--- src/rtl/skein_nonce_scanner.sv ---
// skein_nonce_scanner
//   Walks the skein512 core's nonce input through an inclusive range, one nonce
//   every two clocks, and samples the core's hash HASH_LATENCY clocks later. The
//   leading 64 hash bits are compared, unsigned, against a target. Nonces whose
//   hash is at or below the target are queued in a small result FIFO.
//
// Ports
//   clk, rst_n                  clock, asynchronous active-low reset
//   start                       begin a scan (accepted only when idle)
//   nonce_start/nonce_end       inclusive nonce range (wraps through 2^32)
//   target                      hit threshold for core_hash[511:448]
//   busy, done                  scan in progress / one-cycle completion pulse
//   core_nonce, core_hash       drive to / result from the hash core
//   result_valid/ready/nonce    FIFO head, valid/ready handshake
//   overflow                    sticky: a hit was dropped on a full FIFO
module skein_nonce_scanner #(
  parameter int HASH_LATENCY = 92,
  parameter int FIFO_DEPTH   = 4
) (
  input  logic         clk,
  input  logic         rst_n,
  input  logic         start,
  input  logic [31:0]  nonce_start,
  input  logic [31:0]  nonce_end,
  input  logic [63:0]  target,
  output logic         busy,
  output logic         done,
  output logic [31:0]  core_nonce,
  input  logic [511:0] core_hash,
  output logic         result_valid,
  input  logic         result_ready,
  output logic [31:0]  result_nonce,
  output logic         overflow
);

  localparam int AW = $clog2(FIFO_DEPTH);
  localparam int LW = $clog2(HASH_LATENCY + 1);

  typedef enum logic [1:0] {S_IDLE, S_SCAN, S_DRAIN} state_t;

  state_t        state_q;
  logic [31:0]   core_nonce_q;  // issue-side nonce
  logic [31:0]   iss_left_q;    // nonces still to issue after the current one
  logic          iss_ph_q;      // 0: first cycle of a nonce, 1: second
  logic [31:0]   chk_nonce_q;   // nonce belonging to the next hash sample
  logic [31:0]   chk_left_q;    // samples still to check after the next one
  logic          chk_ph_q;      // 0: sample cycle, 1: skip cycle
  logic [LW-1:0] lat_q;         // clocks until the first hash emerges
  logic [63:0]   tgt_q;
  logic          busy_q;
  logic          done_q;
  logic          ovf_q;

  logic [31:0]   mem_q [FIFO_DEPTH];
  logic [AW-1:0] wr_ptr_q;
  logic [AW-1:0] rd_ptr_q;
  logic [AW:0]   cnt_q;
  logic          rvalid_q;
  logic [31:0]   rnonce_q;

  logic          sample;
  logic          hit;
  logic          pop;
  logic          full;
  logic          push;
  logic          drop;
  logic [AW:0]   cnt_d;
  logic [AW-1:0] rd_ptr_d;
  logic [31:0]   head_d;

  // Only the leading 64 hash bits take part in the comparison.
  logic          unused_hash_lo;
  assign unused_hash_lo = ^core_hash[447:0];

  always_comb begin
    sample   = (state_q != S_IDLE) && (lat_q == '0) && !chk_ph_q;
    hit      = sample && (core_hash[511:448] <= tgt_q);
    pop      = rvalid_q && result_ready;
    full     = (cnt_q == (AW+1)'(FIFO_DEPTH));
    // A pop frees the slot in the same cycle, so a full FIFO still takes the hit.
    push     = hit && (!full || pop);
    drop     = hit && full && !pop;
    cnt_d    = cnt_q + (AW+1)'(push) - (AW+1)'(pop);
    rd_ptr_d = rd_ptr_q + AW'(pop);
    // If the new head is the slot being written this cycle, bypass the memory.
    head_d   = (push && (wr_ptr_q == rd_ptr_d)) ? chk_nonce_q : mem_q[rd_ptr_d];
  end

  // FIFO storage carries data only; emptiness is tracked by cnt_q.
  always_ff @(posedge clk) begin
    if (push) mem_q[wr_ptr_q] <= chk_nonce_q;
  end

  always_ff @(posedge clk or negedge rst_n) begin
    if (!rst_n) begin
      state_q      <= S_IDLE;
      core_nonce_q <= '0;
      iss_left_q   <= '0;
      iss_ph_q     <= 1'b0;
      chk_nonce_q  <= '0;
      chk_left_q   <= '0;
      chk_ph_q     <= 1'b0;
      lat_q        <= '0;
      tgt_q        <= '0;
      busy_q       <= 1'b0;
      done_q       <= 1'b0;
      ovf_q        <= 1'b0;
      wr_ptr_q     <= '0;
      rd_ptr_q     <= '0;
      cnt_q        <= '0;
      rvalid_q     <= 1'b0;
      rnonce_q     <= '0;
    end else begin
      done_q   <= 1'b0;

      // Result FIFO bookkeeping; the head is registered one cycle after a pop.
      cnt_q    <= cnt_d;
      rd_ptr_q <= rd_ptr_d;
      wr_ptr_q <= wr_ptr_q + AW'(push);
      rvalid_q <= (cnt_d != '0);
      if (cnt_d != '0) rnonce_q <= head_d;
      if (drop) ovf_q <= 1'b1;

      // Issue side
      case (state_q)
        S_IDLE: begin
          if (start) begin
            state_q      <= S_SCAN;
            core_nonce_q <= nonce_start;
            chk_nonce_q  <= nonce_start;
            iss_left_q   <= nonce_end - nonce_start;
            chk_left_q   <= nonce_end - nonce_start;
            iss_ph_q     <= 1'b0;
            chk_ph_q     <= 1'b0;
            lat_q        <= LW'(HASH_LATENCY);
            tgt_q        <= target;
            busy_q       <= 1'b1;
            ovf_q        <= 1'b0;
          end
        end
        S_SCAN: begin
          iss_ph_q <= ~iss_ph_q;
          if (iss_ph_q) begin
            if (iss_left_q == '0) begin
              // Last nonce issued; core_nonce keeps holding it.
              state_q <= S_DRAIN;
            end else begin
              core_nonce_q <= core_nonce_q + 32'd1;
              iss_left_q   <= iss_left_q - 32'd1;
            end
          end
        end
        default: ;
      endcase

      // Check side: runs in SCAN and DRAIN. The final sample always lands after
      // issue has finished (HASH_LATENCY >= 2), so returning to IDLE here never
      // competes with the SCAN->DRAIN transition.
      if (state_q != S_IDLE) begin
        if (lat_q != '0) begin
          lat_q <= lat_q - LW'(1);
        end else begin
          chk_ph_q <= ~chk_ph_q;
          if (!chk_ph_q) begin
            if (chk_left_q == '0) begin
              state_q <= S_IDLE;
              busy_q  <= 1'b0;
              done_q  <= 1'b1;
            end else begin
              chk_left_q  <= chk_left_q - 32'd1;
              chk_nonce_q <= chk_nonce_q + 32'd1;
            end
          end
        end
      end
    end
  end

  assign busy         = busy_q;
  assign done         = done_q;
  assign core_nonce   = core_nonce_q;
  assign result_valid = rvalid_q;
  assign result_nonce = rnonce_q;
  assign overflow     = ovf_q;

endmodule

--- config.mk ---
export PLATFORM = sky130hd
export DESIGN_NAME = skein_nonce_scanner
export DESIGN_NICKNAME = d
export VERILOG_FILES = /design/src/rtl/skein_nonce_scanner.sv
export SDC_FILE = /design/constraint.sdc
export NUM_CORES = 1
export LEC_CHECK = 0
export CAP_MARGIN = 20
export CORE_AREA = 2 2 276 278
export DETAILED_ROUTE_END_ITERATION = 6
export DIE_AREA = 0 0 278 280
export GPL_ROUTABILITY_DRIVEN = 0
export GPL_TIMING_DRIVEN = 0
export HOLD_SLACK_MARGIN = 0.02
export SLEW_MARGIN = 10
export SYNTH_ARGS = -nofsm -noshare
export SYNTH_HDL_FRONTEND = slang
export SYNTH_SLANG_ARGS = --single-unit
export TNS_END_PERCENT = 5
--- constraint.sdc ---
create_clock -name clk -period 5.6 [get_ports clk]
set_input_delay 0.84 -clock clk [delete_from_list [all_inputs] [get_ports clk]]
set_output_delay 0.84 -clock clk [all_outputs]
set_load 0.05 [all_outputs]
==> results of run 1 <==
Yosys cell counts (all sizes together) (25+ instances only):
cell	n	area, um2
dfrtp	246	6160
nand2	201	759
a21oi	196	981
o21ai	187	940
nor2	148	563
inv	131	492
edfxtp	128	3840
ha	104	1300
clkbuf	78	293
nor3	51	265
nand3	42	210
mux2i	34	340
mux4	32	721
a21o	29	218
and3	27	169
or3	27	169
nand4	26	163
o22ai	25	156
through the flow:
step	setup TNS [ns]	utilization, %
floorplan	0	-
global placement	-2425.90	31.9
detailed placement	-50.02	32.2
CTS	0	34.2
global route	0	34.2
finish	0	34.2
sequential cells by signal, indices dropped and copies added (netlist names), 3 cells and up:
signal / cells
tgt_q: 64
core_nonce: 32
mem_q: 128
chk_left_q: 32
chk_nonce_q: 32
iss_left_q: 32
result_nonce: 32
cnt_q: 3
lat_q: 7
where the power goes:
group          switching, mW  internal, mW  total [mW]
Sequential             0.753          3.67        4.42
Clock                   1.25          1.72        2.97
Combinational           3.05          1.83        4.88
Total                   5.05          7.22        12.3
worst paths after layout:
check / endpoint / slack (ns) / cells after the start
worst max-delay path: result_nonce[15] / 0.41 / 22
worst min-delay path: core_nonce[19] / 0.26 / 1
worst max register to register: result_nonce[15] / 0.55 / 20
worst min register to register: chk_left_q[22] / 0.49 / 1
max in group asynchronous: result_nonce[15] / 4.03 / 3
min in group clk: chk_left_q[22] / 0.49 / 1
logic make-up (layout without fill, tap and decap cells):
group / after synthesis / after routing / share of synthesized area (%)
flip-flops: 374 / 374 / 49.7
adder cells (fa/ha/maj): 106 / 106 / 6.67
AO/OA/AOI/OAI: 586 / 586 / 17.7
multiplexers: 67 / 67 / 5.35
AND/OR/NAND/NOR: 598 / 598 / 14.2
XOR/XNOR: 38 / 38 / 1.66
other: 0 / 4 / 0
buffers and inverters: 232 / 593 / 4.67
worst register-to-register path: cells and delay by family (launching register included):
| family | cells | cell delay (ns) |
|---|---|---|
| AOI/OAI and AO/OA | 1 | 0.05 |
| xor gates and xnor gates | 2 | 0.29 |
| adders and majority gates | 4 | 0.93 |
| buffers and inverters | 7 | 1.01 |
| DFF | 1 | 0.39 |
| and+or+nand+nor | 6 | 2.24 |
final cells by class:
cell class / count / area, um2
inverters: 131 / 492
clock inverters: 27 / 335
fillers: 7567 / 49500
well taps: 978 / 1220
clock buffers: 55 / 1150
plain buffers: 100 / 453
repair buffers: 280 / 2830
diodes: 4 / 10.0
multi-input cells: 1395 / 9220
flip-flops and latches: 374 / 10000
per-layer routing:
layer | track usage, % | up-vias | share of wire, % | routed length (um)
met3 | 3.49 | 159 | 6.2 | 4740
met4 | 8.97 | 8 | 4.7 | 3610
met1 | 25.7 | 8322 | 44 | 33500
met5 | 0 | - | 0.068 | 52
li1 | - | 8008 | - | -
met2 | 30.8 | 695 | 45 | 34700
what timing repair did:
action	CTS	global route
gates resized for setup	8	5
endpoints found under the setup margin	33	33
pin swaps	1	0
buffers inserted	1	0
gates cloned	0	0
==> metrics.md, run 1 <==
| Metric | Value |
|---|---|
| WP data required | `6.07 ns` |
| Maxcap violations | `0` |
| FMAX | `193 MHz` |
| Crit end category | `flip-flop` |
| Pleak | `9.95 nW` |
| Sequential fraction of the synthesis area | `49.7%` |
| DP Wirelength | `59.7 mm` |
| Worst Setup Path Type | `in -> reg` |
| Clk buf depth | `3` |
| Worst slew pin tran | `1.02 ns` |
| Gr usage total | `19.4%` |
| # placed instances | `3258` |
| Final instance area | `25700 um2` |
| CTS buffer count | `44` |
| PwrDens | `477 nW/um2` |
| Share of layout cells above drive strength 1 | `7.92%` |
| Core Area | `75200 um2` |
| Pre-CTS setup slack | `-1.55 ns` |
| Most common cell on crit path | `ha_1` |
| Root Driver | `clkbuf_16` |
| Min-Delay Path Class | `in -> async` |
| Clk sink count | `374` |
| Routed wire length | `76.6 mm` |
| Global-route wire length before repair | `112 mm` |
| Most frequent cells in the layout | `262 x clkdlybuf4s50_1, 246 x dfrtp_1, 199 x nand2_1` |
| Final WS setup | `0.406 ns` |
| DIE HEIGHT | `280 um` |
| CTS tree | `done` |
| CP Launch Type | `input port` |
| Final Skew | `0.0468 ns` |
| Max Slew Vio Count | `0` |
| CP peak stage delay | `0.45 ns` |
| Critical path launch point | `core_hash[474]` |
| Synth Instances | `2001` |
| Pre-Repair DR Iteration Count | `7` |
| Reg-to-Reg Start | `lat_q[0]` |
| Crit Path Max Fanout | `10` |
| Tcrit/Tclk final | `92.8%` |
| Vias per Instance | `5.14` |
| Status | `finished, final reports clean` |
| Reg clk slew, reported paths | `0.06 ns` |
| Asr flop ratio synth | `65.8%` |
| Synthesized area | `20100 um2` |
| Hold Slack | `0.259 ns` |
| Layout Nets | `3076` |
| Site Rows | `101` |
| CP top delay family | `simple AND/OR/NAND/NOR gates` |
| Antenna violations before repair | `17` |
| Synth unique cells | `81` |
| Initial DRC Count | `1326` |
| Die area | `77800 um2` |
| H-tree lvl count | `2` |
| Die Wd | `278 um` |
| Tmin final | `5.19 ns` |
| Initial core utilization | `26.7%` |
| Max_slew headroom | `31.2%` |
| #FFs+latches synth | `374` |
| CP Cell Sequence | `clkdlybuf4s50_1 -> ha_1 -> nand4_1 -> nor3_1 -> a22o_1 -> o41ai_2 -> buf_2 -> a31o_2 -> a32oi_2 -> or3_4 -> ha_1 -> inv_1 -> ha_1 -> inv_1 -> fa_1 -> xnor2_1 -> xnor2_1 -> or3_1 -> clkbuf_2 -> clkbuf_2 -> nor2_1 -> a21oi_1` |
| Worst VDD drop | `343 uV` |
| Total number of yosys warnings | `0` |
| Hold Fails Final Rpt | `0` |
| RSZ-0062 raised after global routing | `false` |
| Area delta synth->final | `27.9%` |
| Net count after synthesis | `2751` |
| Gr ovfl total | `0` |
| CTS Hold Bufs | `0` |
| Commonest non-fill, non-tap cell in the layout | `clkdlybuf4s50_1` |
| Port bufs | `263` |
| Worst path slowest cell | `clkdlybuf4s50_1` |
| Number of global-route vias before repair | `16.8k` |
| Endpoints failing setup | `0` |
| WP data arrival | `5.66 ns` |
| Largest net degree at the start of global routing | `91` |
| Fin cells | `3344` |
| I/O pin count | `712` |
| Avg WL per Cell | `22.9 um` |
| Synthesized area per cell | `10.0 um2` |
| Most used DFF post-synth | `dfrtp_1` |
| Buf+Inv Stages, Crit Path | `6` |
| Antenna viol nets, final | `0` |
| Post-route total power | `12.3 mW` |
| Placed inst area | `24200 um2` |
| Worst-skew pair later-pin latency | `0.59 ns` |
| Routed vias | `17.2k` |
| Post-synth EDFFs | `128` |
| DRC violations left | `0` |
Power figures use the tool's default switching activity.
==> inputs of run 2 (changes only) <==
--- a/config.mk
+++ b/config.mk
@@ -11,7 +11,7 @@
 export DIE_AREA = 0 0 278 280
 export GPL_ROUTABILITY_DRIVEN = 0
 export GPL_TIMING_DRIVEN = 0
-export HOLD_SLACK_MARGIN = 0.02
+export SKIP_CTS_REPAIR_TIMING = 1
 export SLEW_MARGIN = 10
 export SYNTH_ARGS = -nofsm -noshare
 export SYNTH_HDL_FRONTEND = slang
==> run 2 against run 1 <==
  * Sequential power is essentially flat
  * Die area did not move
  * Total power hardly changed
  * Sequential share of layout area barely moved
  * Hold slack got worse by 0.0027 ns
  * Non-clock buffer count shrank 1
  * Critical path depth shrank 1
  * Combinational power hardly changed
  * Wire length hardly changed
  * Register-to-register slack hardly changed
  * Via count down 0.12%
==> metrics.md, run 2 (synthesized netlist as in run 1, its figures left out) <==
| Metric | Value |
|---|---|
| Status | `finished, final reports clean` |
| Worst Setup Path Type | `in -> reg` |
| Avg WL per Cell | `22.9 um` |
| Share of layout cells above drive strength 1 | `7.88%` |
| Initial core utilization | `26.7%` |
| Antenna viol nets, final | `0` |
| DP Wirelength | `59.7 mm` |
| Worst-skew pair later-pin latency | `0.60 ns` |
| Commonest non-fill, non-tap cell in the layout | `clkdlybuf4s50_1` |
| Vias per Instance | `5.14` |
| Pleak | `9.94 nW` |
| H-tree lvl count | `2` |
| Reg clk slew, reported paths | `0.06 ns` |
| R2R Setup Slk | `0.56 ns` |
| Die Wd | `278 um` |
| Number of global-route vias before repair | `16.8k` |
| Max Slew Vio Count | `0` |
| Routed vias | `17.2k` |
| Worst slew pin tran | `1.02 ns` |
| DRC violations left | `0` |
| Top Registers | `mem_q x128, tgt_q x64` |
| Worst VDD drop | `344 uV` |
| Worst reg2reg path endpoint | `result_nonce[19]` |
| WP data required | `6.07 ns` |
| Final instance area | `25700 um2` |
| Final Skew | `0.0505 ns` |
| Cell count of the worst reg-to-reg path | `21` |
| Metal-1 WL | `33.1 mm` |
| Most frequent cells in the layout | `262 x clkdlybuf4s50_1, 246 x dfrtp_1, 199 x nand2_1` |
| Clk sink count | `374` |
| I/O pin count | `712` |
| Gr ovfl total | `0` |
| Most flops, register | `mem_q` |
| Initial DRC Count | `1393` |
| Max_slew headroom | `31.1%` |
| CP Launch Type | `input port` |
| Min-Delay Path Class | `in -> async` |
| Crit Path Max Fanout | `10` |
| Area delta synth->final | `27.9%` |
| Die area | `77800 um2` |
| Met2 wire length | `34.6 mm` |
| Root Driver | `clkbuf_16` |
| Site Rows | `101` |
| Core Area | `75200 um2` |
| WP data arrival | `5.69 ns` |
| Endpoints failing setup | `0` |
| Crit end category | `flip-flop` |
| CTS tree | `done` |
| Hold Fails Final Rpt | `0` |
| Largest net degree at the start of global routing | `91` |
| DIE HEIGHT | `280 um` |
| Antenna violations before repair | `17` |
| # placed instances | `3258` |
| CTS buffer count | `44` |
| Met3 WL | `5.15 mm` |
| Layout Nets | `3075` |
| Max FFs per register | `128` |
| Routed wire length | `76.6 mm` |
| Port bufs | `263` |
| Pre-Repair DR Iteration Count | `6` |
| Reg-to-Reg Start | `tgt_q[37]` |
| Post-route total power | `12.3 mW` |
| FMAX | `191 MHz` |
| Placed inst area | `24200 um2` |
| Clk buf depth | `3` |
| Critical path launch point | `core_hash[481]` |
| Global-route wire length before repair | `112 mm` |
| Tmin final | `5.23 ns` |
| Top Layer Used | `met5` |
| Fin cells | `3344` |
| PwrDens | `478 nW/um2` |
| Tcrit/Tclk final | `93.3%` |
| RSZ-0062 raised after global routing | `false` |
| Hold Slack | `0.257 ns` |
| Maxcap violations | `0` |
| Gr usage total | `19.4%` |
## run 2: worst max path at each step
| stage | to | cells past startpoint |
|---|---|---|
| finish | result_nonce[19] | 21 |
| global route | result_nonce[23] | 21 |
| CTS | result_nonce[19] | 22 |
| detailed placement | result_nonce[19] | 22 |
| floorplan | mem_q[2][0] | 10 |
| global placement | tgt_q[40] | 1 |
## run 2: area by class of cell
type | instances | area, um2
fill | 7564 | 49500
timing repair buffer | 279 | 2820
sequential | 374 | 10000
multi-input combinational | 1395 | 9230
clock buffer | 55 | 1150
buffer | 100 | 453
inverter | 131 | 492
clock inverter | 27 | 335
antenna | 5 | 12.5
tap | 978 | 1220
## run 2: where the power goes
part	switching, mW	total [mW]	internal [mW]	leakage [nW]
registers	0.750	4.42	3.67	4.00
logic	3.05	4.88	1.82	5.22
clock network	1.26	2.98	1.72	0.721
## run 2: critical path, cell delays in order
cell and delay (ns):
clkdlybuf4s50_1 0.47, ha_1 0.33, nand4_1 0.16, nor2_4 0.27, nand3_2 0.26, nor2_1 0.32, o31ai_1 0.18, a32oi_4 0.44
or3_4 0.26, ha_1 0.24, inv_1 0.05, ha_1 0.12, inv_1 0.04, fa_1 0.38, xnor2_1 0.15, xnor2_1 0.14
or3_1 0.35, clkbuf_2 0.22, clkbuf_2 0.25, nor2_1 0.14, a21oi_1 0.05
## run 2: stage by stage
stage / TNS [ns] / utilization, % / worst slack [ns]
after floorplan: 0 / - / 0.340
after global placement: -2425.90 / 31.9 / -7.90
after detailed placement: -50.02 / 32.2 / -1.55
after CTS: -29.32 / 34.1 / -0.937
after global routing: 0 / 34.2 / 0.112
final: 0 / 34.2 / 0.374
## run 2: layer usage
| layer | GRT usage [%] | vias to the layer above |
|---|---|---|
| li1 | - | 8006 |
| met1 | 25.5 | 8305 |
| met2 | 30.8 | 704 |
| met3 | 3.74 | 149 |
| met4 | 8.97 | 8 |
| met5 | 0 | - |
==> inputs of run 3 (changes only) <==
--- a/config.mk
+++ b/config.mk
@@ -5,7 +5,7 @@
 export SDC_FILE = /design/constraint.sdc
 export NUM_CORES = 1
 export LEC_CHECK = 0
-export CAP_MARGIN = 20
+export CAP_MARGIN = 30
 export CORE_AREA = 2 2 276 278
 export DETAILED_ROUTE_END_ITERATION = 6
 export DIE_AREA = 0 0 278 280
==> run 3 against run 2 <==
  * Die area is the same
  * First-iteration DRC count shrank 4.2%
  * Sequential share of layout area shrank 0.17 points
==> metrics.md, run 3 (synthesized netlist as in run 1, its figures left out) <==
| Metric | Value |
|---|---|
| Reg-to-Reg Start | `tgt_q[37]` |
| Post-route total power | `12.5 mW` |
| H-tree lvl count | `2` |
| Avg WL per Cell | `23.0 um` |
| Worst reg2reg path endpoint | `result_nonce[26]` |
| Die Wd | `278 um` |
| CTS tree | `done` |
| Fin cells | `3345` |
| Max_slew headroom | `31.0%` |
| DIE HEIGHT | `280 um` |
| Vias per Instance | `5.15` |
| Largest net degree at the start of global routing | `91` |
| Reg clk slew, reported paths | `0.06 ns` |
| # placed instances | `3259` |
| Worst VDD drop | `380 uV` |
| I/O pin count | `712` |
| Die area | `77800 um2` |
| Cell count of the worst reg-to-reg path | `21` |
| Status | `finished, final reports clean` |
| PwrDens | `483 nW/um2` |
| Worst-skew pair later-pin latency | `0.61 ns` |
| RSZ-0062 raised after global routing | `false` |
| Top Registers | `mem_q x128, tgt_q x64` |
| Crit Path Max Fanout | `10` |
| Root Driver | `clkbuf_16` |
| Max Slew Vio Count | `0` |
| Clock share of power | `25.2%` |
| Int Pwr | `7.37 mW` |
| Sw Ratio | `40.8%` |
| Worst Setup Path Type | `in -> reg` |
| Final Skew | `0.0399 ns` |
| Max FFs per register | `128` |
| Initial DRC Count | `1334` |
| Hold Slack | `0.241 ns` |
| Antenna violations before repair | `17` |
| Most frequent cells in the layout | `262 x clkdlybuf4s50_1, 246 x dfrtp_1, 199 x nand2_1` |
| Initial core utilization | `26.7%` |
| Combinational share of power | `39.3%` |
| Core Area | `75200 um2` |
| Routed wire length | `77.1 mm` |
| DRC violations left | `0` |
| WP data required | `6.08 ns` |
| Site Rows | `101` |
| WP data arrival | `5.79 ns` |
| Maxcap violations | `0` |
| Antenna viol nets, final | `0` |
| P_sw | `5.09 mW` |
| DP Wirelength | `59.8 mm` |
| R2R Setup Slk | `0.51 ns` |
| Global-route wire length before repair | `112 mm` |
| Hold Fails Final Rpt | `0` |
| CP Launch Type | `input port` |
| Gr ovfl total | `0` |
| Clk sink count | `374` |
| FMAX | `188 MHz` |
| Number of global-route vias before repair | `17.0k` |
| Commonest non-fill, non-tap cell in the layout | `clkdlybuf4s50_1` |
| Layout Nets | `3077` |
| Tmin final | `5.31 ns` |
| Pleak | `10.0 nW` |
| Routed vias | `17.2k` |
| Pre-Repair DR Iteration Count | `5` |
| Gr usage total | `19.4%` |
| Crit end category | `flip-flop` |
| CTS buffer count | `43` |
| Worst slew pin tran | `1.02 ns` |
| Sequential power share | `35.5%` |
| Area delta synth->final | `28.5%` |
| Min-Delay Path Class | `in -> async` |
| Clk buf depth | `3` |
| Most flops, register | `mem_q` |
| Tcrit/Tclk final | `94.8%` |
| Port bufs | `263` |
| Share of layout cells above drive strength 1 | `8.00%` |
| Endpoints failing setup | `0` |
run 3: changes by cell type in the layout (fill, tap and decap cells not counted), moves of 2 or more:
cell        delta
clkinv_2       -4
clkbuf_1       -3
clkbuf_8       +3
bufinv_16      +3
clkinvlp_4     -2
run 3: how the worst max path moves through the flow:
stage | depth (start not counted) | endpoint | start
3_5_place_dp | 22 | result_nonce[19] | core_hash[486]
5_1_grt | 21 | result_nonce[26] | core_hash[478]
3_3_place_gp | 1 | tgt_q[40] | rst_n
2_1_floorplan | 10 | mem_q[2][0] | core_hash[478]
6_report | 21 | result_nonce[26] | core_hash[474]
4_1_cts | 22 | result_nonce[19] | core_hash[486]
run 3: area by class of cell:
cell class                      count  area (um2)
Antenna cell                        5        12.5
Buffer                            100         453
Clock buffer                       54        1160
Clock inverter                     26         407
Fill cell                        7518       49400
Inverter                          131         492
Multi-Input combinational cell   1395        9230
Sequential cell                   374       10000
Tap cell                          978        1220
Timing Repair Buffer              282        2850
run 3: power groups by stage:
stage / sequential (mW) / combinational (mW) / clock (mW)
after detailed placement: 4.45 / 4.86 / 0
after global routing: 4.53 / 5.32 / 3.30
final: 4.42 / 4.90 / 3.14
after floorplan: 5.03 / 2.40 / 0
after CTS: 4.40 / 4.88 / 3.20
after global placement: 4.44 / 4.81 / 0
run 3: routing by layer:
metal	vias to the layer above	routed length [um]	GRT usage, %
li1	8008	-	-
met1	8356	33800	25.7
met2	694	34500	30.7
met3	153	4790	3.45
met4	8	3870	9.56
met5	-	57	0
run 3: worst max-delay path: stages:
cell             delay, ns
clkdlybuf4s50_1       0.43
ha_1                  0.31
nand4_1               0.13
nor3_1                0.38
nand3_2               0.32
nor2_1                0.38
o31ai_1               0.19
a32oi_4               0.39
or3_4                 0.25
ha_1                  0.24
inv_1                 0.05
ha_1                  0.12
inv_1                 0.04
fa_1                  0.38
xnor2_1               0.15
xnor2_1               0.15
or3_1                 0.35
clkbuf_2              0.21
clkbuf_2              0.24
nor2_1                0.15
a21oi_1               0.05
run 3: stage by stage:
stage | setup slack (ns) | utilization [%] | area (um2) | setup TNS, ns
floorplan | 0.340 | - | 20100 | 0
global placement | -7.90 | 31.9 | 24000 | -2425.90
detailed placement | -1.53 | 32.2 | 24200 | -50.16
CTS | -0.919 | 34.3 | 25800 | -28.68
global route | 0.0641 | 34.3 | 25800 | 0
finish | 0.291 | 34.3 | 25800 | 0
